--- config.mk ---
export PLATFORM = sky130hd
export DESIGN_NAME = alu_sequencer
export DESIGN_NICKNAME = d
export VERILOG_FILES = /design/src/rtl/alu_sequencer.sv
export SDC_FILE = /design/constraint.sdc
export NUM_CORES = 1
export LEC_CHECK = 0
export CAP_MARGIN = 20
export CORE_ASPECT_RATIO = 0.9
export CORE_MARGIN = 1
export CORE_UTILIZATION = 25
export CTS_BUF_LIST = sky130_fd_sc_hd__clkbuf_16
export CTS_CLUSTER_SIZE = 25
export DETAILED_ROUTE_END_ITERATION = 8
export HOLD_SLACK_MARGIN = 0.03
export PLACE_DENSITY_LB_ADDON = 0.15
export SLEW_MARGIN = 20
export SYNTH_ARGS = -nofsm -noshare
export SYNTH_HDL_FRONTEND = slang
export SYNTH_SLANG_ARGS = --single-unit
--- constraint.sdc ---
create_clock -name clk -period 2.4 [get_ports clk]
set_input_delay 0.48 -clock clk [delete_from_list [all_inputs] [get_ports clk]]
set_output_delay 0.48 -clock clk [all_outputs]
set_load 0.05 [all_outputs]
--- src/rtl/alu_sequencer.sv ---
// alu_sequencer: multi-cycle issue controller between the core control FSM and the ALU.
// Latches one operation per start pulse and drives stable operands to the ALU.
// It holds alu_en low for one load cycle so the shifter can preload, then raises it.
// Single-pass ops are sampled after FIX_LAT EXEC cycles. Shifts wait for alu_is_rd.
// Completion returns result/cmp/carry with a one-cycle done pulse.
// Illegal opcodes and timeouts complete with err=1, so the core never hangs.
//
// Ports:
//   clk, reset         clock, synchronous active-low reset
//   start, decinst     issue request (sampled in IDLE) and decoded instruction
//   rs1_in/rs2_in/imm_in  operands, latched on accept
//   busy, done         in-flight flag and one-cycle completion pulse
//   result, cmp_out, carry_out, rd_we, err   completion payload, held until next done
//   alu_en, alu_decinst, alu_rs1/rs2/imm     ALU drive
//   alu_rd, alu_cmp, alu_carry, alu_is_rd, alu_is_inst   ALU status
//   perf_ops, perf_stall  (only with ALU_SEQ_PERF_EN) completed-op and EXEC-cycle counters
//
// Optional feature macro: ALU_SEQ_PERF_EN
module alu_sequencer #(
    parameter int unsigned FIX_LAT = 2,
    parameter int unsigned TIMEOUT = 16
) (
    input  logic        clk,
    input  logic        reset,
    input  logic        start,
    input  logic [11:0] decinst,
    input  logic [31:0] rs1_in,
    input  logic [31:0] rs2_in,
    input  logic [31:0] imm_in,
    output logic        busy,
    output logic        done,
    output logic [31:0] result,
    output logic        cmp_out,
    output logic        carry_out,
    output logic        rd_we,
    output logic        err,
    output logic        alu_en,
    output logic [11:0] alu_decinst,
    output logic [31:0] alu_rs1,
    output logic [31:0] alu_rs2,
    output logic [31:0] alu_imm,
    input  logic [31:0] alu_rd,
    input  logic        alu_cmp,
    input  logic        alu_carry,
    input  logic        alu_is_rd,
    input  logic        alu_is_inst
`ifdef ALU_SEQ_PERF_EN
    ,
    output logic [31:0] perf_ops,
    output logic [31:0] perf_stall
`endif
);

    localparam int unsigned CNT_W = 5;

    typedef enum logic [1:0] {
        S_IDLE = 2'd0,
        S_LOAD = 2'd1,
        S_EXEC = 2'd2,
        S_DONE = 2'd3
    } state_t;

    state_t           state, state_nxt;
    logic [CNT_W-1:0] cnt;
    logic             is_shift, is_branch;
    logic             finish, cap_rd, cap_flags, set_rd_we, set_err;

    // Op class decode from the latched instruction
    assign is_branch = (alu_decinst[6:0] == 7'b1100011);
    assign is_shift  = ((alu_decinst[6:0] == 7'b0010011) || (alu_decinst[6:0] == 7'b0110011))
                     && ((alu_decinst[9:7] == 3'b001) || (alu_decinst[9:7] == 3'b101));

    // State register
    always_ff @(posedge clk) begin
        if (!reset) state <= S_IDLE;
        else        state <= state_nxt;
    end

    // Next state and completion strobes
    always_comb begin
        state_nxt = state;
        finish    = 1'b0;
        cap_rd    = 1'b0;
        cap_flags = 1'b0;
        set_rd_we = 1'b0;
        set_err   = 1'b0;
        unique case (state)
            S_IDLE: if (start) state_nxt = S_LOAD;
            S_LOAD: state_nxt = S_EXEC;
            S_EXEC: begin
                if ((cnt == '0) && !alu_is_inst) begin
                    finish  = 1'b1;
                    set_err = 1'b1;
                end else if (!is_shift && (cnt == CNT_W'(FIX_LAT - 1))) begin
                    // Branches only report the compare; rd is left untouched
                    finish    = 1'b1;
                    cap_flags = 1'b1;
                    cap_rd    = !is_branch;
                    set_rd_we = !is_branch;
                end else if (is_shift && alu_is_rd) begin
                    finish    = 1'b1;
                    cap_rd    = 1'b1;
                    set_rd_we = 1'b1;
                end else if (cnt == CNT_W'(TIMEOUT - 1)) begin
                    finish  = 1'b1;
                    set_err = 1'b1;
                end
                if (finish) state_nxt = S_DONE;
            end
            S_DONE: state_nxt = S_IDLE;
            default: state_nxt = S_IDLE;
        endcase
    end

    // Registered outputs, operand latches and the EXEC counter
    always_ff @(posedge clk) begin
        if (!reset) begin
            busy        <= 1'b0;
            done        <= 1'b0;
            alu_en      <= 1'b0;
            rd_we       <= 1'b0;
            err         <= 1'b0;
            result      <= '0;
            cmp_out     <= 1'b0;
            carry_out   <= 1'b0;
            alu_decinst <= '0;
            alu_rs1     <= '0;
            alu_rs2     <= '0;
            alu_imm     <= '0;
            cnt         <= '0;
        end else begin
            busy   <= (state_nxt != S_IDLE);
            done   <= (state_nxt == S_DONE);
            alu_en <= (state_nxt == S_EXEC) || (state_nxt == S_DONE);
            if ((state == S_IDLE) && start) begin
                alu_decinst <= decinst;
                alu_rs1     <= rs1_in;
                alu_rs2     <= rs2_in;
                alu_imm     <= imm_in;
            end
            // Saturating EXEC cycle count
            if (state == S_LOAD)
                cnt <= '0;
            else if ((state == S_EXEC) && (cnt != '1))
                cnt <= cnt + CNT_W'(1);
            if (finish) begin
                rd_we <= set_rd_we;
                err   <= set_err;
            end
            if (cap_rd) result <= alu_rd;
            if (cap_flags) begin
                cmp_out   <= alu_cmp;
                carry_out <= alu_carry;
            end
        end
    end

`ifdef ALU_SEQ_PERF_EN
    // Completed-op and EXEC-cycle counters, free-running modulo 2^32
    always_ff @(posedge clk) begin
        if (!reset) begin
            perf_ops   <= '0;
            perf_stall <= '0;
        end else begin
            if (finish)           perf_ops   <= perf_ops + 32'd1;
            if (state == S_EXEC)  perf_stall <= perf_stall + 32'd1;
        end
    end
`endif

endmodule

# After elaboration in Yosys (flattened, before gate mapping)
# Cells that the tools add are included.
[op_classes]
add_sub_neg = 1
n_eq_ne = 13
mux = 20
bitwise_logic = 1
n_reduce_logical = 16
[ops]
columns = ["operator", "count"]
rows = [
  ["$mux 1", 17],
  ["$eq 2x2->1 const B", 4],
  ["$pmux 2 s4", 1],
  ["$eq 7x5->1 const B", 1],
  ["$eq 7x6->1 const B", 1],
  ["$eq 7x7->1 const B", 1],
  ["$logic_and 1x1->1", 6],
  ["$add 5x1->5 const B", 1],
  ["$eq 5x1->1 const B", 1],
  ["$eq 5x4->1 const B", 1],
  ["$logic_not 5->1", 1],
  ["$ne 5x5->1 const B", 1],
  ["$mux 2", 2],
  ["$eq 3x1->1 const B", 1],
  ["$eq 3x3->1 const B", 1],
  ["$logic_not 1->1", 3],
  ["$logic_or 1x1->1", 3],
  ["$eq 2x1->1 const B", 1],
  ["$logic_not 2->1", 1],
  ["$reduce_bool 2->1", 1],
  ["$reduce_or 2->1", 1],
  ["$not 1->1", 1],
]
[word_totals]
ff_bits = 154
in_bits = 147
out_inout_bits = 147

# Depth between registers and ports, before layout
# Gate-level depths: netlist of run 1.
[depth]
ltp_word = 12
ltp_mapped = 8
depth_no_buf = 7

# Worst setup path before layout of run 1
# Ideal clock, no wire load.
[synth_timing]
path_type = "register -> register"
from = "register alu_decinst[4]"
to = "register result[10]"
setup_ns = 0.072
t_arrival_ns = 1.947
setup_slack_ns = 0.382
path_stages_with_launch = 6
n_path_buf = 1
synth_period_minus_slack_ns = 2.018
path_cell_list = "dfxtp_1 nand4bb_1 or3_4 o22ai_4 buf_12 mux2i_1"
[synth_via]
elab_chain_len = 8
elab_cells_between_ends = 13
classes_between = "3 x eq/ne; 4 x mux; 6 x reduce/logical"
[synth_lines]
columns = ["item", "line", "source"]
rows = [
  ["start, declared", "38", "output logic [11:0] alu_decinst,"],
  ["start signal, assigned", "136", "alu_decinst <= decinst;"],
  ["$eq 7x5->1 or $eq 7x6->1 (tied branches)", "70", "assign is_shift = ((alu_decinst[6:0] == 7'b0010011) || (alu_decinst[6:0] == 7'b0110011))"],
  ["$logic_or 1x1->1", "70", ""],
  ["$logic_and 1x1->1", "71", "&& ((alu_decinst[9:7] == 3'b001) || (alu_decinst[9:7] == 3'b101));"],
  ["$logic_and 1x1->1 or $logic_not 1->1 (tied branches)", "100, 94", ""],
  ["$mux 1 or $logic_and 1x1->1 (tied branches)", "100, 94", ""],
  ["$mux 1 (*)", "94", "end else if (!is_shift && (cnt == CNT_W'(FIX_LAT - 1))) begin"],
  ["$mux 1 (*)", "91", "if ((cnt == '0) && !alu_is_inst) begin"],
  ["$mux 1 (*)", "87", "unique case (state)"],
  ["end signal, assigned", "150", "if (cap_rd) result <= alu_rd;"],
  ["end, declared", "32", "output logic [31:0] result,"],
]
# Every way passes the cells marked *; elsewhere a longest branch is shown, timed or not.
# A chain may end at the register's enable or synchronous reset.

# Worst setup path after layout of run 1
[layout_timing]
from = "register alu_decinst[0]"
to = "output port alu_decinst[0]"
# No word-level cell between the ends.

==> results of run 1 <==
-- Yosys cell counts, types with 2 or more instances --
master | n | area (µm²)
inv_1 | 8 | 30.0
buf_1 | 3 | 11.3
a21oi_1 | 114 | 571
a31oi_1 | 2 | 12.5
nand3_1 | 2 | 10.0
ha_1 | 9 | 113
mux2i_1 | 32 | 320
nor2_1 | 6 | 22.5
o211a_1 | 2 | 20.0
xor2_1 | 2 | 17.5
nor2b_1 | 2 | 12.5
dfxtp_1 | 153 | 3060
buf_12 | 3 | 60.1
and2_1 | 4 | 25.0
o21ai_0 | 2 | 10.0
nand2b_1 | 2 | 12.5
clkbuf_1 | 41 | 154
nand2_1 | 283 | 1060
-- per-stage QoR --
step / hold slack (ns) / instances / total power, W
global route: 0.467 / 1273 / 0.0102
detailed placement: 0.446 / 1243 / 0.00714
CTS: 0.455 / 1273 / 0.00986
floorplan: 0.513 / 688 / 0.00563
global placement: 0.441 / 1243 / 0.00715
finish: 0.451 / 1273 / 0.00970
-- routing by layer --
metal  track usage  vias to the layer above  wire length [µm]
met5             0                        -                 0
met4        0.0425                        0               170
met3        0.0738                       13              1780
met2         0.237                      176              8020
met1         0.185                     2437              7900
li1              -                     2776                 -
-- worst min-delay path by stage --
stage                     start  cells after the start     endpoint  slack (ns)
floorplan                cnt[3]                      2       cnt[3]        0.51
finish               alu_rs2[6]                      2   alu_rs2[6]        0.45
global route         result[29]                      2   result[29]        0.47
CTS                 alu_imm[24]                      2  alu_imm[24]        0.45
detailed placement   alu_rs2[6]                      2   alu_rs2[6]        0.45
global placement     alu_imm[4]                      2   alu_imm[4]        0.44
-- registers in the layout, indices dropped and copies added, names as in the netlist --
name         count
alu_rs2         32
cnt              5
carry_out        1
state            2
done             1
rd_we            1
alu_rs1         32
alu_imm         32
busy             1
result          32
alu_decinst     12
err              1
cmp_out          1
-- kinds of logic (layout without fill, tap and decap cells) --
| logic type | Yosys count | after routing |
|---|---|---|
| flip-flops | 153 | 153 |
| multiplexers | 32 | 32 |
| XOR/XNOR | 3 | 3 |
| buffers and inverters | 55 | 343 |
| AO/OA/AOI/OAI | 129 | 129 |
| AND/OR/NAND/NOR | 307 | 307 |
| adder cells (fa/ha/maj) | 9 | 9 |
-- layout make-up --
type,count,area share
clock buffer,17,0.0444
clock inverter,13,0.0150
inverter,8,0.00327
multi-input combinational,480,0.253
sequential,153,0.320
tap,297,0.0388
timing repair buffer,305,0.326
-- power by group through the flow --
stage                     clock network (W)  registers, W  logic (W)
after global placement                    0       0.00323    0.00392
after CTS                           0.00276       0.00318    0.00392
after floorplan                           0       0.00455    0.00108
after global routing                0.00285       0.00323    0.00414
final                               0.00265       0.00317    0.00387
after detailed placement                  0       0.00323    0.00391
-- placed cells by master (no fill, tap or decap), drive strengths merged, types with 3 or more instances in the layout --
cell           instances
clkdlybuf4s50        292
nand2                283
dfxtp                153
a21oi                114
mux2i                 32
clkbuf                17
buf                   13
inv                   12
ha                     9
nor2                   6
and2                   4
clkinv                 4
clkinvlp               3
==> metrics.txt, run 1 <==
# TYPE chip_impl_metric gauge
chip_impl_metric{name="post_cts_buffers",unit=""} 0
chip_impl_metric{name="worst-path-max-fanout",unit=""} 3
chip_impl_metric{name="max_freq",unit="MHz"} 466
chip_impl_info{name="hp-class",value="flop to flop"} 1
chip_impl_metric{name="detail_route.wl_per_cell",unit="µm"} 14.0
chip_impl_metric{name="initialDrtViolationCount",unit=""} 206
chip_impl_metric{name="layout.nets",unit=""} 1121
chip_impl_info{name="combinational_family_with_the_most_area_after_synthesis",value="simple AND/OR/NAND/NOR gates"} 1
chip_impl_info{name="timing.critical_path.from",value="alu_decinst[0]"} 1
chip_impl_metric{name="layout_fillers",unit=""} 2333
chip_impl_metric{name="cts.repair.resized",unit=""} 0
chip_impl_info{name="clock_tree.root_cell",value="clkbuf_16"} 1
chip_impl_metric{name="grt_pass1_vias",unit=""} 5268
chip_impl_metric{name="fin_ws",unit="ns"} 0.256
chip_impl_metric{name="timing.final.crit_period",unit="ns"} 2.14
chip_impl_metric{name="rows",unit=""} 52
chip_impl_metric{name="synthesis.instances",unit=""} 688
chip_impl_metric{name="number_of_flops_mapped_to_enable_cells_by_yosys",unit=""} 0
chip_impl_info{name="worstSetupEndpointType",value="primary output"} 1
chip_impl_metric{name="drv_slew",unit=""} 0
chip_impl_metric{name="die_h",unit="µm"} 146
chip_impl_metric{name="cts_buffer_count",unit=""} 17
chip_impl_metric{name="synth.cell_area",unit="µm²"} 5730
chip_impl_metric{name="maximum_number_of_pins_on_one_net_before_global_route_repair",unit=""} 111
chip_impl_metric{name="final.setup.tns",unit="ns"} 0
chip_impl_metric{name="tot_gr_track_use",unit=""} 0.152
chip_impl_info{name="timing.critical_path.to",value="alu_decinst[0]"} 1
chip_impl_metric{name="r2r_cells",unit=""} 7
chip_impl_metric{name="placer_congestion_estimate",unit=""} 0.723
chip_impl_metric{name="synth_simple_gate_area_share",unit=""} 0.218
chip_impl_metric{name="drive_gt1_frac",unit=""} 0.0533
chip_impl_metric{name="layout-area-overhead-vs-synth",unit="%"} 67.1
chip_impl_metric{name="leakage",unit="nW"} 3.50
chip_impl_metric{name="diodes",unit=""} 0
chip_impl_info{name="worst_r2r_startpoint",value="cnt[0]"} 1
chip_impl_metric{name="worst_setup_hold_path_clk_slew",unit="ns"} 0.06
chip_impl_metric{name="sequential_cell_area_fraction_in_the_yosys_report",unit=""} 0.535
chip_impl_metric{name="syn_area_per_cell",unit="µm²"} 8.33
chip_impl_metric{name="postRouteAntennaNets",unit=""} 0
chip_impl_metric{name="number_of_nets_produced_by_synthesis",unit=""} 844
chip_impl_metric{name="power_frac_clock",unit=""} 0.273
chip_impl_metric{name="die_x",unit="µm"} 162
chip_impl_metric{name="number_of_synthesized_register_bits",unit=""} 153
chip_impl_metric{name="cp_slowest_stage_delay",unit="ns"} 0.85
chip_impl_metric{name="post_synth_xor_xnor_area",unit=""} 0.00459
chip_impl_metric{name="worst_slack_after_detailed_placement",unit="ns"} 0.217
chip_impl_metric{name="worst-path-stages",unit=""} 1
chip_impl_metric{name="final_worst_clock_skew",unit="ns"} 0.0150
chip_impl_metric{name="net-switching-power",unit="W"} 0.00384
chip_impl_metric{name="synth-warning-count",unit=""} 0
chip_impl_metric{name="timing.slew.headroom",unit=""} 0.604
chip_impl_metric{name="share_comb_of_total_power",unit=""} 0.399
chip_impl_info{name="critical_path.cell_chain",value="clkdlybuf4s50_1"} 1
chip_impl_metric{name="sum_of_buffers_and_inverters_on_the_critical_path",unit=""} 1
chip_impl_metric{name="numClockSinks",unit=""} 153
chip_impl_metric{name="num_io_pins",unit=""} 294
chip_impl_info{name="crit_family",value="buffers and inverters"} 1
chip_impl_metric{name="register_area",unit="µm²"} 3060
chip_impl_metric{name="final_hold_viol_count",unit=""} 0
chip_impl_metric{name="initial_utilization",unit=""} 0.254
chip_impl_metric{name="drt_wl_total",unit="mm"} 17.9
chip_impl_metric{name="yosys.cell_types.count",unit=""} 36
chip_impl_metric{name="timing_worst_slew_pin_value",unit="ns"} 0.593
chip_impl_metric{name="vdd_ir_drop_max",unit="V"} 0.000415
chip_impl_metric{name="ys_async_sr_fraction",unit=""} 0
chip_impl_metric{name="synth_mux_area_frac",unit=""} 0.0559
chip_impl_metric{name="core_area",unit="µm²"} 22500
chip_impl_metric{name="final_design_area_no_fill",unit="µm²"} 9570
chip_impl_metric{name="dpl.hpwl",unit="mm"} 12.4
chip_impl_metric{name="setup_viol",unit=""} 0
chip_impl_info{name="status",value="completed"} 1
chip_impl_metric{name="multi_input_comb_area",unit="µm²"} 2420
chip_impl_metric{name="vias_per_cell",unit=""} 4.24
chip_impl_metric{name="htreeDepth",unit=""} 4
chip_impl_metric{name="regToRegSetupSlack",unit="ns"} 0.52
chip_impl_metric{name="final_core_utilization",unit=""} 0.425
chip_impl_info{name="timing.rr.end",value="cnt[3]"} 1
chip_impl_metric{name="switching_share_of_total_power",unit=""} 0.396
chip_impl_metric{name="cellPowerDensity",unit="nW/µm²"} 1010
chip_impl_info{name="tritoncts",value="done"} 1
chip_impl_info{name="worst_setup_path_start_kind",value="flop"} 1
chip_impl_metric{name="number_of_antenna_violations_at_the_first_check_in_global_routing",unit=""} 0
chip_impl_metric{name="ctsHoldBuffers",unit=""} 0
chip_impl_metric{name="globalRouteOverflowTotal",unit=""} 0
chip_impl_metric{name="crit_arrival",unit="ns"} 1.66
chip_impl_metric{name="total_number_of_vias",unit=""} 5402
chip_impl_metric{name="synthAdderAreaFrac",unit=""} 0.0197
chip_impl_metric{name="power.internal",unit="W"} 0.00585
chip_impl_metric{name="grt_first_pass_wirelength",unit="mm"} 28.1
chip_impl_metric{name="detail_route.drc_violations",unit=""} 0
chip_impl_metric{name="period_share",unit=""} 0.893
chip_impl_info{name="ys_dominant_reg_cell",value="dfxtp_1"} 1
chip_impl_info{name="grt_setup_unrepaired",value="no"} 1
chip_impl_metric{name="synth-compound-area-share",unit=""} 0.123
chip_impl_metric{name="placement.cell_area",unit="µm²"} 9000
chip_impl_metric{name="crit_required",unit="ns"} 1.92
chip_impl_metric{name="seq_power_share",unit=""} 0.327
chip_impl_metric{name="firstDrtPassIters",unit=""} 4
chip_impl_metric{name="die_area",unit="µm²"} 23500
chip_impl_metric{name="placement.io_buffers",unit=""} 293
chip_impl_metric{name="max_cap_violations",unit=""} 0
chip_impl_metric{name="cts_buffer_depth",unit=""} 2
chip_impl_info{name="worst-setup-path-type",value="flop to primary output"} 1
chip_impl_metric{name="insertion_delay",unit="ns"} 0.43
chip_impl_info{name="cp_slowest_cell",value="clkdlybuf4s50_1"} 1
(Power assumes the default switching activity.)
==> inputs of run 2 (changes only) <==
--- a/config.mk
+++ b/config.mk
@@ -5,6 +5,7 @@
 export SDC_FILE = /design/constraint.sdc
 export NUM_CORES = 1
 export LEC_CHECK = 0
+export ABC_AREA = 0
 export CAP_MARGIN = 20
 export CORE_ASPECT_RATIO = 0.9
 export CORE_MARGIN = 1
==> results of run 2 <==
The final DEF is identical to that of run 1; final timing and power are the same.
